<file path="src/rtl/irr_priority_unit.sv">
// Interrupt request register with synchronisers, priority resolver and acknowledge FSM.
// Optional rotating priority is enabled by defining IRR_ROTATE_PRIO_EN.
module irr_priority_unit (
    input  logic       clk,
    input  logic       rst_n,
    input  logic [7:0] ir,
    input  logic       ltim,
    input  logic [7:0] imr,
    input  logic [7:0] isr,
    input  logic       ack,
    output logic [7:0] irr,
    output logic       int_req,
    output logic [7:0] ack_vec,
    output logic       ack_valid
);

    typedef enum logic [1:0] {
        ST_IDLE = 2'd0,
        ST_PEND = 2'd1,
        ST_ACKD = 2'd2
    } state_t;

    logic [7:0] r_sync1;
    logic [7:0] r_sync2;
    logic [7:0] r_prev;
    logic [1:0] r_fill;
    logic [7:0] r_irr;
    state_t     r_state;
    logic       r_int_req;
    logic [7:0] r_ack_vec;
    logic       r_ack_valid;

    state_t     w_state_next;
    logic [7:0] w_irr_next;
    logic [7:0] w_rise;
    logic [7:0] w_clr;
    logic [7:0] w_req;
    logic [2:0] w_base;
    logic       w_sync_valid;
    logic       w_cand_found;
    logic [2:0] w_cand_idx;
    logic [7:0] w_cand_onehot;
    logic       w_ack_hit;

    // Scan from the highest-priority slot; an in-service level at or above a request blocks it.
    function automatic logic [3:0] find_candidate(input logic [7:0] req,
                                                  input logic [7:0] svc,
                                                  input logic [2:0] base);
        logic       done;
        logic       found;
        logic [2:0] sel;
        logic [2:0] idx;
        done  = 1'b0;
        found = 1'b0;
        sel   = 3'd0;
        for (int k = 0; k < 8; k++) begin
            idx = base + 3'(k);
            if (done) begin
                done = 1'b1;
            end else if (svc[idx]) begin
                done = 1'b1;
            end else if (req[idx]) begin
                done  = 1'b1;
                found = 1'b1;
                sel   = idx;
            end else begin
                done = 1'b0;
            end
        end
        return {found, sel};
    endfunction

`ifdef IRR_ROTATE_PRIO_EN
    logic [2:0] r_ptr;

    // Rotation pointer remembers the last genuinely acknowledged level.
    always_ff @(posedge clk or negedge rst_n) begin
        if (!rst_n) begin
            r_ptr <= 3'd7;
        end else if (w_ack_hit) begin
            r_ptr <= w_cand_idx;
        end else begin
            r_ptr <= r_ptr;
        end
    end

    assign w_base = r_ptr + 3'd1;
`else
    assign w_base = 3'd0;
`endif

    assign w_sync_valid  = (r_fill == 2'd2);
    assign w_req         = r_irr & ~imr;
    assign {w_cand_found, w_cand_idx} = find_candidate(w_req, isr, w_base);
    assign w_cand_onehot = w_cand_found ? (8'd1 << w_cand_idx) : 8'd0;
    assign w_ack_hit     = ack && (r_state == ST_PEND) && w_cand_found;

    // Two-flop synchroniser plus fill counter that gates edge detection after reset.
    always_ff @(posedge clk or negedge rst_n) begin
        if (!rst_n) begin
            r_sync1 <= 8'h00;
            r_sync2 <= 8'h00;
            r_fill  <= 2'd0;
        end else begin
            r_sync1 <= ir;
            r_sync2 <= r_sync1;
            r_fill  <= w_sync_valid ? r_fill : (r_fill + 2'd1);
        end
    end

    // Previous-sample register starts all-ones so a line already high at reset needs a fresh rise.
    always_ff @(posedge clk or negedge rst_n) begin
        if (!rst_n) begin
            r_prev <= 8'hFF;
        end else if (w_sync_valid) begin
            r_prev <= r_sync2;
        end else begin
            r_prev <= r_prev;
        end
    end

    // Request register next value; an acknowledge clear beats a simultaneous rising edge.
    always_comb begin
        w_rise = r_sync2 & ~r_prev;
        w_clr  = 8'h00;
        if (w_ack_hit && !ltim) begin
            w_clr = w_cand_onehot;
        end else begin
            w_clr = 8'h00;
        end
        if (ltim) begin
            w_irr_next = r_sync2;
        end else begin
            w_irr_next = (w_rise | (r_irr & r_sync2)) & ~w_clr;
        end
    end

    // FSM next-state logic.
    always_comb begin
        w_state_next = r_state;
        case (r_state)
            ST_IDLE: begin
                if (w_cand_found) begin
                    w_state_next = ST_PEND;
                end else begin
                    w_state_next = ST_IDLE;
                end
            end
            ST_PEND: begin
                if (ack) begin
                    w_state_next = ST_ACKD;
                end else if (!w_cand_found) begin
                    w_state_next = ST_IDLE;
                end else begin
                    w_state_next = ST_PEND;
                end
            end
            ST_ACKD: w_state_next = ST_IDLE;
            default: w_state_next = ST_IDLE;
        endcase
    end

    // State, request register and registered outputs.
    always_ff @(posedge clk or negedge rst_n) begin
        if (!rst_n) begin
            r_state     <= ST_IDLE;
            r_irr       <= 8'h00;
            r_int_req   <= 1'b0;
            r_ack_vec   <= 8'h00;
            r_ack_valid <= 1'b0;
        end else begin
            r_state     <= w_state_next;
            r_irr       <= w_irr_next;
            r_int_req   <= (w_state_next == ST_PEND);
            r_ack_valid <= ack;
            if (ack) begin
                r_ack_vec <= w_ack_hit ? w_cand_onehot : 8'h80;
            end else begin
                r_ack_vec <= 8'h00;
            end
        end
    end

    assign irr       = r_irr;
    assign int_req   = r_int_req;
    assign ack_vec   = r_ack_vec;
    assign ack_valid = r_ack_valid;

endmodule
</file>
<file path="config.mk">
export PLATFORM = sky130hd
export DESIGN_NAME = irr_priority_unit
export DESIGN_NICKNAME = d
export VERILOG_FILES = /design/src/rtl/irr_priority_unit.sv
export SDC_FILE = /design/constraint.sdc
export NUM_CORES = 1
export LEC_CHECK = 0
export CORE_ASPECT_RATIO = 2
export CORE_MARGIN = 2
export CORE_UTILIZATION = 40
export CTS_BUF_LIST = sky130_fd_sc_hd__clkbuf_2 sky130_fd_sc_hd__clkbuf_4 sky130_fd_sc_hd__clkbuf_8
export DETAILED_ROUTE_END_ITERATION = 8
export PLACE_DENSITY_LB_ADDON = 0.05
export REMOVE_ABC_BUFFERS = 1
export SYNTH_ARGS = -nofsm -noshare
export SYNTH_HDL_FRONTEND = slang
export SYNTH_SLANG_ARGS = --single-unit
</file>
<file path="constraint.sdc">
create_clock -name clk -period 2 [get_ports clk]
set_input_delay 0.5 -clock clk [delete_from_list [all_inputs] [get_ports clk]]
set_output_delay 0.5 -clock clk [all_outputs]
set_load 0.05 [all_outputs]
</file>
# --- After elaboration in Yosys (flattened, before gate mapping) ---
# Index checks and enable logic that the tools add are counted.
totals:
  out_inout_bits: 18
  word_cells: 98
  reg_bits: 46
  inputBits: 28
op_classes:
  shift: 1
  n_eq_ne: 3
  bitwise: 8
  mux: 71
  addsub: 1
  reduce_logical: 5
op_table:
  columns: ["cell", "n"]
  rows:
  - ["3-bit 2-to-1 mux", 20]
  - ["1-bit 2-to-1 mux", 44]
  - ["8-bit 2-to-1 mux", 5]
  - ["8-bit bitwise AND", 4]
  - ["8-bit inverter", 3]
  - ["8-bit OR", 1]
  - ["1-bit by 3-bit << shifter with 8-bit output (first input constant)", 1]
  - ["2-bit by 1-bit equality test with 1-bit output (second input constant)", 2]
  - ["2-bit case mux with 2 select lines", 1]
  - ["1-bit logical AND", 3]
  - ["2-bit by 1-bit adder with 2-bit output (second input constant)", 1]
  - ["2-bit equality test (second input constant)", 1]
  - ["2-bit zero test", 1]
  - ["2-bit 2-to-1 mux", 1]
  - ["1-bit zero test", 1]

# --- Depth between registers and ports, before layout ---
# Gate-level depths: netlist of run 1.
depth:
  word_depth: 31
  ltp_mapped: 6
  depth_no_buf: 6

# --- Worst setup path before layout of run 1 ---
# Ideal clock, no wire load.
synth_path:
  kind: "flip-flop to flip-flop"
  from: "reg r_irr[0], in the netlist irr[0]"
  to: "reg r_irr[6], in the netlist irr[6]"
  setup_ns: 0.119
  path_slack_ns: -0.533
  path_stages_with_launch: 7
  path_buffers: 1
  required_ns: 1.881
  arrival_ns: 2.414
  period_less_slack_ns: 2.533
  cell_sequence: "dfrtp_1 > nor2b_4 > or4_4 > buf_6 > or4_4 > o41a_1 > o21a_1"
synth_between:
  elab_chain_len: 30
  word_cells_on_any_way: 58
  cone_classes: "1 x shift; 52 x mux; 3 x bitwise; 2 x reduce/logical"
synth_lines:
  columns: ["element", "line", "source"]
  rows:
  - ["start: declaration", "27", "logic [7:0] r_irr;"]
  - ["start signal: assignment", "173", "r_irr <= w_irr_next;"]
  - ["8-bit bitwise AND (*)", "93", "assign w_req = r_irr & ~imr;"]
  - ["1-bit 2-to-1 mux (*)", "62", "end else if (req[idx]) begin"]
  - ["1-bit 2-to-1 mux", "60", "end else if (svc[idx]) begin"]
  - ["1-bit 2-to-1 mux", "62", null]
  - ["1-bit 2-to-1 mux", "60", null]
  - ["1-bit 2-to-1 mux", "58", "if (done) begin"]
  - ["1-bit 2-to-1 mux", "62", null]
  - ["1-bit 2-to-1 mux", "60", null]
  - ["(+15 left out)", null, null]
  - ["1-bit 2-to-1 mux", "58", null]
  - ["1-bit logical AND", "96", "assign w_ack_hit = ack && (r_state == ST_PEND) && w_cand_found;"]
  - ["1-bit logical AND", "126", "if (w_ack_hit && !ltim) begin"]
  - ["8-bit 2-to-1 mux (*)", "126", null]
  - ["8-bit inverter (*)", "134", "w_irr_next = (w_rise | (r_irr & r_sync2)) & ~w_clr;"]
  - ["8-bit bitwise AND (*)", "134", null]
  - ["8-bit 2-to-1 mux (*)", "131", "if (ltim) begin"]
  - ["named net w_irr_next[6]", "34", "logic [7:0] w_irr_next;"]
# The timed path passes the listed nets; every way through them passes the cells marked *.
# A chain may end at the register's enable or synchronous reset.

# --- Worst setup path after layout of run 1 ---
# Same ends and word-level chain as after synthesis.

==> results_dict.tcl, run 1 <==
set metrics [dict create \
    antenna_cells 0 \
    wl_mm 4.27 \
    drv_cap 0 \
    max_clock_freq_ghz 0.487 \
    hold_viol 0 \
    grt_pass1_vias 1560 \
    critPathKind "flop to flop" \
    yosysSeqAreaShare 0.635 \
    core_area_sq_um 4380 \
    worstPathMaxFanout 2 \
    gp_congestion 0.882 \
    period_needed_ps 2060 \
    cts_buffer_depth 2 \
    ctsHtreeMaxLevel 2 \
    ctsHoldBuffers 0 \
    vdd.ir_drop.worst_mv 0.661 \
    dp_slack_ps -754 \
    grtUsageMet1 0.198 \
    grt_use_total 0.184 \
    setup_viol 6 \
    ys_types 37 \
    tritoncts "done" \
    skew_ps 5.72 \
    seq_area_sq_um 1160 \
    fin_ws_ps -55.3 \
    n_fill_cell 368 \
    worst_pin_slew_ps 605 \
    whs_ps 175 \
    rows 34 \
    io_buffers 45 \
    yosys_warnings 0 \
    syn_area_per_cell_sq_um 12.4 \
    areaGrowthSynthToFinish_pct 55.9 \
    violations "negative setup slack" \
    num_io_pins 46 \
    grt.busiest_layer "met2" \
    cts-buffers-inserted 5 \
    route.detailed.drc 0 \
    vias_per_cell 5.16 \
    die_h_microns 99.6 \
    p_per_area_nw_per_um2 664 \
    grt-ovfl-total 0 \
    slew_violations 0 \
    clock_latency_ps 290 \
    multi_input_area_sq_um 774 \
    dieArea_sq_um 5160 \
    slew-limit-headroom 0.597 \
    grt_use_met2 0.336 \
    p_leak_nw 1.35 \
    start_util 0.417 \
    drt_iter0_drc 20 \
    synthCells 147 \
    grt_pass1_wl_mm 7.02 \
    cts.sinks 46 \
    post-route-period-util 1.03 \
    die_w_microns 51.8 \
    root_buffer "clkbuf_8" \
    via_count 1503 \
    clkSlewWorstSetupHoldPaths_ps 90 \
    endpoint_kind "flop" \
    crit_required_ps 2190 \
    synthesis.area_sq_um 1830 \
    drt-pass1-iter-count 4 \
    drive_gt1_frac 0.422 \
    fin_nets 265 \
    arrival_ps 2250 \
    worstSetupStartpointType "flop" \
    grt_max_degree 25 \
    synth_seq_cells 46 \
    rsz0062_at_grt "true" \
    post_drt_wl_per_cell_microns 14.7 \
    status "complete, but fails checks" \
    antenna_found_initial 0 \
    met3_usage 0.0390 \
    rrSetupSlack_ps -60 \
    hp-class "input port to asynchronous set/reset pin" \
    hpwlAfterDp_mm 3.26 \
    antenna_left 0 \
]
-- layout make-up --
class                   instances  share of cell area
clock buffers                   5              0.0241
clock inverters                 3             0.00658
inverters                       5             0.00658
multi-input cells              93               0.272
flip-flops and latches         46               0.407
well taps                      54              0.0237
repair buffers                 85               0.260
-- report_power, final --
group / switching, mW / internal, mW / leakage [nW]
Sequential: 0.0275 / 0.979 / 0.549
Clock: 0.311 / 0.246 / 0.0483
Combinational: 0.168 / 0.160 / 0.754
-- cell usage after synthesis (all sizes together) --
| library cell | instances | area (sq um) |
|---|---|---|
| nand2 | 14 | 52.6 |
| nand2b | 7 | 43.8 |
| a2bb2oi | 1 | 8.76 |
| dfstp | 8 | 210 |
| or3 | 1 | 6.26 |
| clkbuf | 2 | 7.51 |
| o41a | 2 | 22.5 |
| o311ai | 1 | 8.76 |
| ha | 1 | 12.5 |
| xnor2 | 1 | 8.76 |
| o21a | 3 | 22.5 |
| inv | 5 | 18.8 |
| o311a | 5 | 50.1 |
| o31a | 2 | 17.5 |
| nor4b | 2 | 17.5 |
| nand4b | 1 | 8.76 |
| or2 | 2 | 12.5 |
| a21o | 1 | 7.51 |
| dfrtp | 38 | 951 |
| nand3 | 2 | 10.0 |
| nor2 | 11 | 41.3 |
| mux2 | 6 | 67.6 |
| or4 | 3 | 30.0 |
| nor3b | 3 | 22.5 |
| a221oi | 1 | 8.76 |
| a21oi | 1 | 5.00 |
| o211ai | 1 | 7.51 |
| a211oi | 3 | 22.5 |
| nor4 | 2 | 18.8 |
| nor2b | 6 | 45.0 |
| buf | 1 | 11.3 |
| nor3 | 5 | 25.0 |
| o21ai | 5 | 25.0 |
-- placed cells by master (no fill, tap or decap), types with 2 or more instances in the layout --
master           Yosys  routed
nor3_2               0       2
or4_4                2       2
a211oi_2             0       3
nor2b_1              5       5
clkdlybuf4s50_1      0      21
nor3b_1              3       2
clkbuf_8             0       5
dfstp_2              8       8
inv_1                5       5
dlygate4sd2_1        0       4
o311a_1              5       4
nand2b_4             0       5
buf_4                0      49
dfrtp_1             38      38
o21ai_0              5       5
dlymetal6s2s_1       0       8
nand2b_1             7       2
nor3_1               5       2
nor2_1              11       8
mux2_2               6       6
clkinv_2             0       2
buf_6                1       2
o21a_1               3       3
o41a_1               2       2
o31a_1               2       2
nand3_1              2       2
nand2_1             14      14
nor2_2               0       3
-- critical path: stages, from the launching register on --
cell and delay, ps:
dfrtp_1 400, nor2b_4 130, or4_4 500, or4_4 450, o41a_1 320, o21a_1 170
-- sequential cells by signal (all words and copies together) (netlist names) --
signal and cells:
ack_vec 8, ack_valid 1, int_req 1, r_sync1 8, r_sync2 8, r_fill 2
r_prev 8, r_state 2, irr 8
-- through the flow --
step	area, sq um	utilization	cells	setup TNS [ps]	total power [mW]
after CTS	2710	0.619	286	-697	1.89
final	2850	0.650	291	-225	1.89
after detailed placement	2530	0.579	275	-11970	1.32
after global routing	2850	0.650	291	-544	1.98
after global placement	2530	0.579	275	-11700	1.31
after floorplan	1810	-	144	-3360	1.15
-- metal layers --
layer / share of wire / vias to the layer above
met5: 0 / -
met3: 0.039 / 11
met2: 0.57 / 42
li1: - / 705
met1: 0.36 / 745
met4: 0.027 / 0
-- kinds of logic (layout without fill, tap and decap cells) --
| kind of cell | after synthesis | in the layout | synth area share |
|---|---|---|---|
| and+or+nand+nor | 59 | 59 | 0.183 |
| xor gates and xnor gates | 1 | 1 | 0.00479 |
| DFF | 46 | 46 | 0.635 |
| adders and majority gates | 1 | 1 | 0.00684 |
| muxes | 6 | 6 | 0.0370 |
| AOI/OAI and AO/OA | 26 | 26 | 0.113 |
| buffers and inverters | 8 | 98 | 0.0205 |
-- final timing paths --
check                            from    endpoint  cells after the start
hold reg to reg            r_sync1[3]  r_sync2[3]                      0
min in group clk           r_sync1[3]  r_sync2[3]                      0
setup reg to reg               irr[0]      irr[6]                      5
max in group asynchronous       rst_n   r_prev[4]                      2
setup / recovery               irr[0]      irr[6]                      5
hold / removal                  rst_n  ack_vec[3]                      1
-- timing repair --
| action | 4_1_cts | 5_1_grt |
|---|---|---|
| setup endpoints to repair | 18 | 18 |
| pin swaps | 7 | 14 |
| gates resized for setup | 17 | 23 |
| buffers inserted | 3 | 5 |
Note: power is estimated with default switching activity, not from simulation.
==> run 2: changes to the inputs <==
Settings changed: CTS_CLUSTER_DIAMETER set to 150, SLEW_MARGIN set to 20.
==> results of run 2 <==
Same layout as run 1: the final DEF is identical, and so are final timing and power.
==> run 3: changes to the inputs <==
Settings changed: CORE_MARGIN 2 to unset.
==> run 3 against run 2 <==
Critical endpoint unchanged. Final cell count fell by 2.4%. Clock-buffer cell count increased by 2. Global-route usage up 0.71 points. Utilization shrank 0.11 points. Clock power is 7.9% higher. The run still ends with negative setup slack left. Critical path depth stayed put. Sequential power about the same. Register-to-register slack got worse by 30 ps. Flip-flop and latch count is the same. Largest power group unchanged. Highest routed layer unchanged. Routed wire length about the same. Combinational power shrank 1%.
==> results_dict.tcl, run 3 (synthesis results as in run 1) <==
set metrics [dict create \
    status "complete, but fails checks" \
    violations "negative setup slack" \
    drt-pass1-iter-count 4 \
    num_io_pins 46 \
    vdd.ir_drop.worst_mv 0.532 \
    io_buffers 45 \
    root_buffer "clkbuf_8" \
    antenna_found_initial 0 \
    gp_congestion 0.876 \
    rsz0062_at_grt "true" \
    fin_nets 258 \
    dp_cells 272 \
    wl_mm 4.27 \
    period_needed_ps 2080 \
    cts.sinks 46 \
    cp_common_cell "or4_4" \
    hp-class "input port to asynchronous set/reset pin" \
    path_cells "nor2b_4 -> or4_4 -> or4_4 -> o41a_1 -> o21a_1" \
    dp_slack_ps -736 \
    drive_gt1_frac 0.417 \
    crit_required_ps 2190 \
    layout_commonest_cell "buf_4" \
    cts_buffer_depth 2 \
    clock_latency_ps 300 \
    grt_use_total 0.191 \
    hpwlAfterDp_mm 3.12 \
    tns_ps -247 \
    fin_total_pwr_mw 1.93 \
    ctsHtreeMaxLevel 2 \
    final_cell_mix "buf_4, dfrtp_1, clkdlybuf4s50_1" \
    drv_cap 0 \
    max_clock_freq_ghz 0.480 \
    die_w_microns 49.8 \
    via_count 1435 \
    cts-buffers-inserted 5 \
    post_drt_wl_per_cell_microns 15.0 \
    drt_iter0_drc 24 \
    post-route-util 0.649 \
    route.detailed.drc 0 \
    endpoint_kind "flop" \
    fin_ws_ps -81.3 \
    antenna_cells 0 \
    post-route-cell-area_sq_um 2850 \
    slew-limit-headroom 0.605 \
    worstSetupStartpointType "flop" \
    rows 34 \
    worst_pin_slew_ps 592 \
    clkPwrFrac 0.311 \
    postPlaceCellArea_sq_um 2510 \
    cp_slowest_cell "or4_4" \
    dieArea_sq_um 4860 \
    arrival_ps 2280 \
    post-route-period-util 1.04 \
    vias_per_cell 5.05 \
    setup_viol 6 \
    finalNonFillerCells 284 \
    internal_power_mw 1.43 \
    seq_power_share 0.521 \
    netSwitchingFraction 0.259 \
    antenna_left 0 \
    grt_max_degree 47 \
    tritoncts "done" \
    areaGrowthSynthToFinish_pct 55.6 \
    switchingPower_uw 499 \
    ctsHoldBuffers 0 \
    whs_ps 273 \
    clkSlewWorstSetupHoldPaths_ps 80 \
    critPathKind "flop to flop" \
    start_util 0.417 \
    core_area_sq_um 4380 \
    max_stage_delay_ps 520 \
    grt_pass1_wl_mm 6.96 \
    die_h_microns 97.6 \
    n_fill_cell 361 \
    grt-ovfl-total 0 \
    grt_pass1_vias 1531 \
    skew_ps 2.71 \
    slew_violations 0 \
    p_leak_nw 1.33 \
    p_per_area_nw_per_um2 679 \
    worstPathMaxFanout 2 \
    hold_viol 0 \
    power_frac_comb 0.168 \
]
-- run 3: power groups by stage --
stage	clock network [mW]	logic [mW]	registers (mW)
2_1_floorplan	0	0.0758	1.07
3_3_place_gp	0	0.286	1.02
3_5_place_dp	0	0.291	1.02
5_1_grt	0.654	0.348	1.01
6_report	0.601	0.324	1.01
4_1_cts	0.626	0.307	1.01
-- run 3: worst paths after layout --
path                       startpoint  cells after the start  slack (ps)         end
min reg2reg                r_sync1[2]                      0         350  r_sync2[2]
max in group asynchronous       rst_n                      2        1350   r_prev[1]
max                            irr[1]                      5         -80      irr[6]
min                             rst_n                      2         270      irr[2]
max reg2reg                    irr[1]                      5         -80      irr[6]
min in group clk           r_sync1[2]                      0         350  r_sync2[2]
-- run 3: what timing repair did --
item,CTS,global route
gates resized for setup,20,27
endpoints found under the setup margin,18,18
pin swaps,6,9
gates cloned,0,0
buffers inserted,0,4
-- run 3: critical path: cells and delay by family (launching register included) --
kind	cells	cell delay (ps)
flops	1	390
compound gates	2	490
simple gates	3	1100
-- run 3: layout make-up --
type,instances,area [sq um],area share
Multi-Input combinational cell,93,810,0.285
Tap cell,54,67.6,0.0237
Timing Repair Buffer,78,689,0.242
Inverter,5,18.8,0.00660
Clock inverter,1,8.76,0.00308
Sequential cell,46,1160,0.408
Clock buffer,7,90.1,0.0317
-- run 3: per-layer routing --
metal  track usage  share of wire  wire length (microns)  vias up
met5             0              0                      0        -
met4        0.0835          0.024                    104        0
met3        0.0297          0.030                    128        9
met2         0.353           0.58                   2500       35
met1         0.202           0.36                   1540      706
li1              -              -                      -      685
